File: src/rtl/rr_arbiter4.sv
// Four-requester round-robin arbiter with a registered one-hot grant.
// An optional hold limit forces rotation when other requesters are waiting.
module rr_arbiter4 #(
  parameter int MAX_HOLD = 16,
  parameter int TMR_W    = 8
) (
  input  logic       clk,
  input  logic       rst_n,
  input  logic       en,
  input  logic [3:0] req,
  output logic [3:0] gnt,
  output logic [1:0] gnt_id,
  output logic       gnt_valid
);

  typedef enum logic {
    IDLE,
    GRANT
  } state_e;

  localparam int LIM_I = (MAX_HOLD == 0) ? 0 : MAX_HOLD - 1;
  localparam logic [TMR_W-1:0] LIM = TMR_W'(LIM_I);
  localparam bit HAS_LIM = (MAX_HOLD != 0);

  state_e           state_q;
  logic [3:0]       gnt_q;
  logic [1:0]       id_q;
  logic             vld_q;
  logic [1:0]       last_q;
  logic [TMR_W-1:0] tmr_q;

  logic [1:0] base;
  logic [3:0] cand;
  logic [1:0] pick_id;
  logic       pick_ok;
  logic [3:0] pick_oh_d;
  logic       hreq;
  logic       at_lim;

  // Search starts after the holder while granted, after last otherwise.
  // The holder is masked so only other requesters count as candidates.
  always_comb begin
    base    = (state_q == GRANT) ? id_q : last_q;
    cand    = req & ~gnt_q;
    pick_ok = 1'b0;
    pick_id = base;
    for (int i = 1; i <= 4; i++) begin
      if (!pick_ok && cand[base + i[1:0]]) begin
        pick_ok = 1'b1;
        pick_id = base + i[1:0];
      end
    end
  end

  assign pick_oh_d = 4'b0001 << pick_id;
  assign hreq      = |(req & gnt_q);
  assign at_lim    = HAS_LIM && (tmr_q == LIM);

  always_ff @(posedge clk) begin
    if (!rst_n) begin
      state_q <= IDLE;
      gnt_q   <= 4'b0000;
      id_q    <= 2'd0;
      vld_q   <= 1'b0;
      last_q  <= 2'd3;
      tmr_q   <= '0;
    end else begin
      unique case (state_q)
        IDLE: begin
          if (en && pick_ok) begin
            state_q <= GRANT;
            gnt_q   <= pick_oh_d;
            id_q    <= pick_id;
            vld_q   <= 1'b1;
            tmr_q   <= '0;
          end
        end
        GRANT: begin
          if (!hreq) begin
            last_q <= id_q;
            tmr_q  <= '0;
            if (en && pick_ok) begin
              gnt_q <= pick_oh_d;
              id_q  <= pick_id;
            end else begin
              state_q <= IDLE;
              gnt_q   <= 4'b0000;
              id_q    <= 2'd0;
              vld_q   <= 1'b0;
            end
          end else if (at_lim && en && pick_ok) begin
            last_q <= id_q;
            gnt_q  <= pick_oh_d;
            id_q   <= pick_id;
            tmr_q  <= '0;
          end else if (tmr_q != LIM) begin
            tmr_q <= tmr_q + 1'b1;
          end
        end
        default: state_q <= IDLE;
      endcase
    end
  end

  assign gnt       = gnt_q;
  assign gnt_id    = id_q;
  assign gnt_valid = vld_q;

endmodule

File: config.mk
export PLATFORM = sky130hd
export DESIGN_NAME = rr_arbiter4
export DESIGN_NICKNAME = d
export VERILOG_FILES = /design/src/rtl/rr_arbiter4.sv
export SDC_FILE = /design/constraint.sdc
export NUM_CORES = 1
export LEC_CHECK = 0
export ABC_AREA = 0
export BUFFER_PORTS_ARGS = -buffer_cell sky130_fd_sc_hd__buf_2
export CORE_AREA = 10 10 65 67
export DETAILED_ROUTE_END_ITERATION = 8
export DIE_AREA = 0 0 75 77
export SKIP_CTS_REPAIR_TIMING = 1
export SYNTH_ARGS = -nofsm -noshare
export SYNTH_HDL_FRONTEND = slang
export SYNTH_SLANG_ARGS = --single-unit
File: constraint.sdc
create_clock -name clk -period 4.5 [get_ports clk]
set_input_delay 0.9 -clock clk [delete_from_list [all_inputs] [get_ports clk]]
set_output_delay 0.9 -clock clk [all_outputs]
set_load 0.02 [all_outputs]
==> impl_metrics.py <==
metrics = {
    "synth": {
        "yosys-top-cells-count": "18 x dfxtp_1, 7 x a21oi_1, 5 x mux2i_1, 5 x nand2_1, 5 x nor2_1",
        "synth_cells": 105,
        "yosysUniqueCellTypes": 45,
        "syn_area_mm2": 0.001007,
        "ys_seq_elements": 18,
        "synth_top_cell_by_area": "dfxtp_1",
        "yosys-top-cells-area": "dfxtp_1 36%, mux2i_1 5.0%, a21oi_1 3.5%, a22o_1 3.5%, o41ai_4 2.7%",
        "yosys.area.top_type_share": 0.3578,
        "synth-main-ff-cell": "dfxtp_1",
        "synth-async-reset-ratio": 0,
        "avgSynthCellArea_um2": 9.593,
        "synth-edff-count": 0,
        "yosysSeqAreaShare": 0.3578,
        "synth_most_common_cell": "dfxtp_1",
        "syn_nets": 113,
        "synth_warnings": 0,
    },
    "global_routing": {
        "grt_first_pass_wirelength_um": 3753,
        "grt_use_total": 0.07926,
        "grt_overflow_total": 0,
        "grt_pass1_vias": 821,
        "antenna_found_initial": 0,
        "grt_max_degree": 15,
    },
    "min_path": {
        "hold_depth": 2,
        "min_path_type": "flip-flop to flip-flop",
        "min_to": "tmr_q[7]$_SDFFE_PN0P_",
        "worstHoldStart": "tmr_q[7]$_SDFFE_PN0P_",
    },
    "final_layout": {
        "diodes": 0,
        "area_growth_pct": 10.81,
        "nFillCells": 307,
        "drive_gt1_frac": 0.2458,
        "multi_input_area_um2": 615.6,
        "fin_nets": 128,
        "seqCellArea_um2": 360.3,
        "instances_no_fill": 151,
    },
    "timing": {
        "max_slew_margin": 0.6607,
        "worst_slew_pin_slew_ps": 507.2,
        "finClkSkew_ps": 3.376,
        "min_period_over_period": 0.4668,
        "fmax_mhz": 476.0,
        "hold_viol": 0,
        "maxSlewViolCount": 0,
        "rsz0062_at_grt": "no",
        "finalSetupViolations": 0,
        "min_period_ps": 2101,
        "tns_ps": 0,
    },
    "floorplanning": {
        "placeableCoreArea_mm2": 0.002978,
        "initial_core_util": 0.3382,
        "ioPinCount": 14,
        "rows": 20,
        "die_area_mm2": 0.005775,
        "die_w_um": 75,
        "die_h_um": 77,
    },
    "clocking": {
        "ctsRootBufferMaster": "clkbuf_4",
        "clock-sinks": 18,
        "htreeDepth": 1,
        "clk_latency_ps": 290,
        "cts_tree": "done",
        "numCtsBuffers": 3,
        "path_clk_slew_ps": 90,
        "cts_buffer_depth": 2,
    },
    "power_and_ir_drop": {
        "p_sw_uw": 121.6,
        "p_int_uw": 245.8,
        "p_leak_nw": 0.4193,
        "p_total_uw": 367.4,
        "switching_share": 0.3309,
        "ir_worst_vdd_uv": 188.5,
        "p_per_area_mw_per_mm2": 329.2,
        "pwr-share-comb": 0.291,
        "p_clk_frac": 0.212,
        "seqPwrFrac": 0.497,
    },
    "detailed_routing": {
        "wl_per_cell_um": 14.84,
        "dr_wl_met3_um": 166,
        "top_layer": "met4",
        "drt-initial-drc-count": 31,
        "ant_nets": 0,
        "wl_met1_um": 1049,
        "vias_per_cell": 5.609,
        "route.detailed.drc": 0,
        "drt-pass1-iter-count": 4,
        "drt-total-wl_um": 2241,
        "vias": 847,
        "dr_wl_met2_um": 1013,
    },
    "worst_setup_path": {
        "crit_slowest_cell": "or4_1",
        "critPathBufInv": 1,
        "rr_worst_depth": 6,
        "critPathTopFamily": "compound AO/OA/AOI/OAI gates",
        "endpoint_kind": "flip-flop",
        "r2r-start": "tmr_q[0]$_SDFFE_PN0P_",
        "cp_slowest_stage_delay_ps": 520,
        "critical_path_class": "primary input to flip-flop",
        "r2r-end": "tmr_q[7]$_SDFFE_PN0P_",
        "worstPathMaxFanout": 14,
        "worstPathRequired_ps": 4720,
        "cp-start-kind": "primary input",
        "arrival_ps": 2320,
        "crit_cells": 6,
        "r2r_setup_slack_ps": 2560,
        "worstPathCellList": "buf_2 > a22oi_1 > a211oi_2 > o21a_4 > or4_1 > a21oi_1",
    },
    "placement": {
        "place_hpwl_um": 1751,
        "placed_cells": 148,
        "place.gp.congestion": 0.7600,
        "portBuffers": 13,
    },
    "status": {
        "status": "completed",
    },
    "job": {
        "drv_cap": 0,
    },
}
cells by family after synthesis:
kind of cell | after synthesis | synth area share
buffers and inverters | 6 | 0.03105
xor gates and xnor gates | 1 | 0.008697
DFF | 18 | 0.3578
adders and majority gates | 1 | 0.01242
muxes | 6 | 0.06087
and+or+nand+nor | 36 | 0.2224
AOI/OAI and AO/OA | 37 | 0.3068
cell type report:
class | instances | share of cell area
Timing Repair Buffer | 13 | 0.05830
Inverter | 3 | 0.01009
Sequential cell | 18 | 0.3229
Tap cell | 33 | 0.03700
Multi-Input combinational cell | 81 | 0.5516
Clock buffer | 3 | 0.02018
registers in the layout (all words and copies together) (netlist names):
signal / count
gnt: 4
gnt_id: 2
gnt_valid: 1
last_q: 2
state_q: 1
tmr_q: 8
worst max path at each step:
stage / startpoint / to
2_1_floorplan: req[0] / tmr_q[0]$_SDFFE_PN0P_
3_5_place_dp: req[0] / tmr_q[7]$_SDFFE_PN0P_
4_1_cts: req[0] / tmr_q[7]$_SDFFE_PN0P_
5_1_grt: req[0] / last_q[0]$_SDFFE_PN1P_
3_3_place_gp: req[1] / tmr_q[5]$_SDFFE_PN0P_
6_report: req[0] / tmr_q[7]$_SDFFE_PN0P_
tightest hold or removal path, cell delays in order (launching register included):
cell	delay, ps
dfxtp_1	330
o31ai_1	80
a21oi_1	60
stage by stage:
step,utilization,hold WS (ps),area (um^2),worst slack (ps)
after CTS,0.3748,510.2,1116,2395
after global routing,0.3748,535.0,1116,2303
final,0.3748,509.7,1116,2399
after global placement,0.3672,471.7,1094,2131
after detailed placement,0.3672,494.1,1094,2087
after floorplan,-,451.2,1007,2306
routing by layer:
metal  vias to the layer above  global-route usage
met1                       395             0.09889
met4                         0             0.01705
met3                         2             0.03604
met5                         -                   0
li1                        431                   -
met2                        19              0.1202
cells in the final DEF (no fill, tap or decap), types with 3 or more instances in the layout:
master / Yosys / routed
or4_1: 3 / 3
nand2_1: 5 / 5
buf_2: 1 / 13
mux2i_1: 5 / 5
o21ai_1: 3 / 3
inv_1: 3 / 3
or3_1: 4 / 4
a22o_1: 4 / 4
nand3_1: 3 / 3
a21oi_1: 7 / 7
o31ai_1: 3 / 3
clkbuf_4: 0 / 3
dfxtp_1: 18 / 18
nor2b_1: 3 / 3
a22oi_1: 3 / 3
nor2_1: 5 / 5
power by group through the flow:
stage	Sequential, mW	Combinational, mW	Clock (mW)
finish	0.183	0.107	0.0780
floorplan	0.192	0.0757	0
global route	0.185	0.116	0.0889
detailed placement	0.187	0.106	0
CTS	0.183	0.107	0.0823
global placement	0.186	0.104	0
Note: power is estimated with default switching activity, not from simulation.
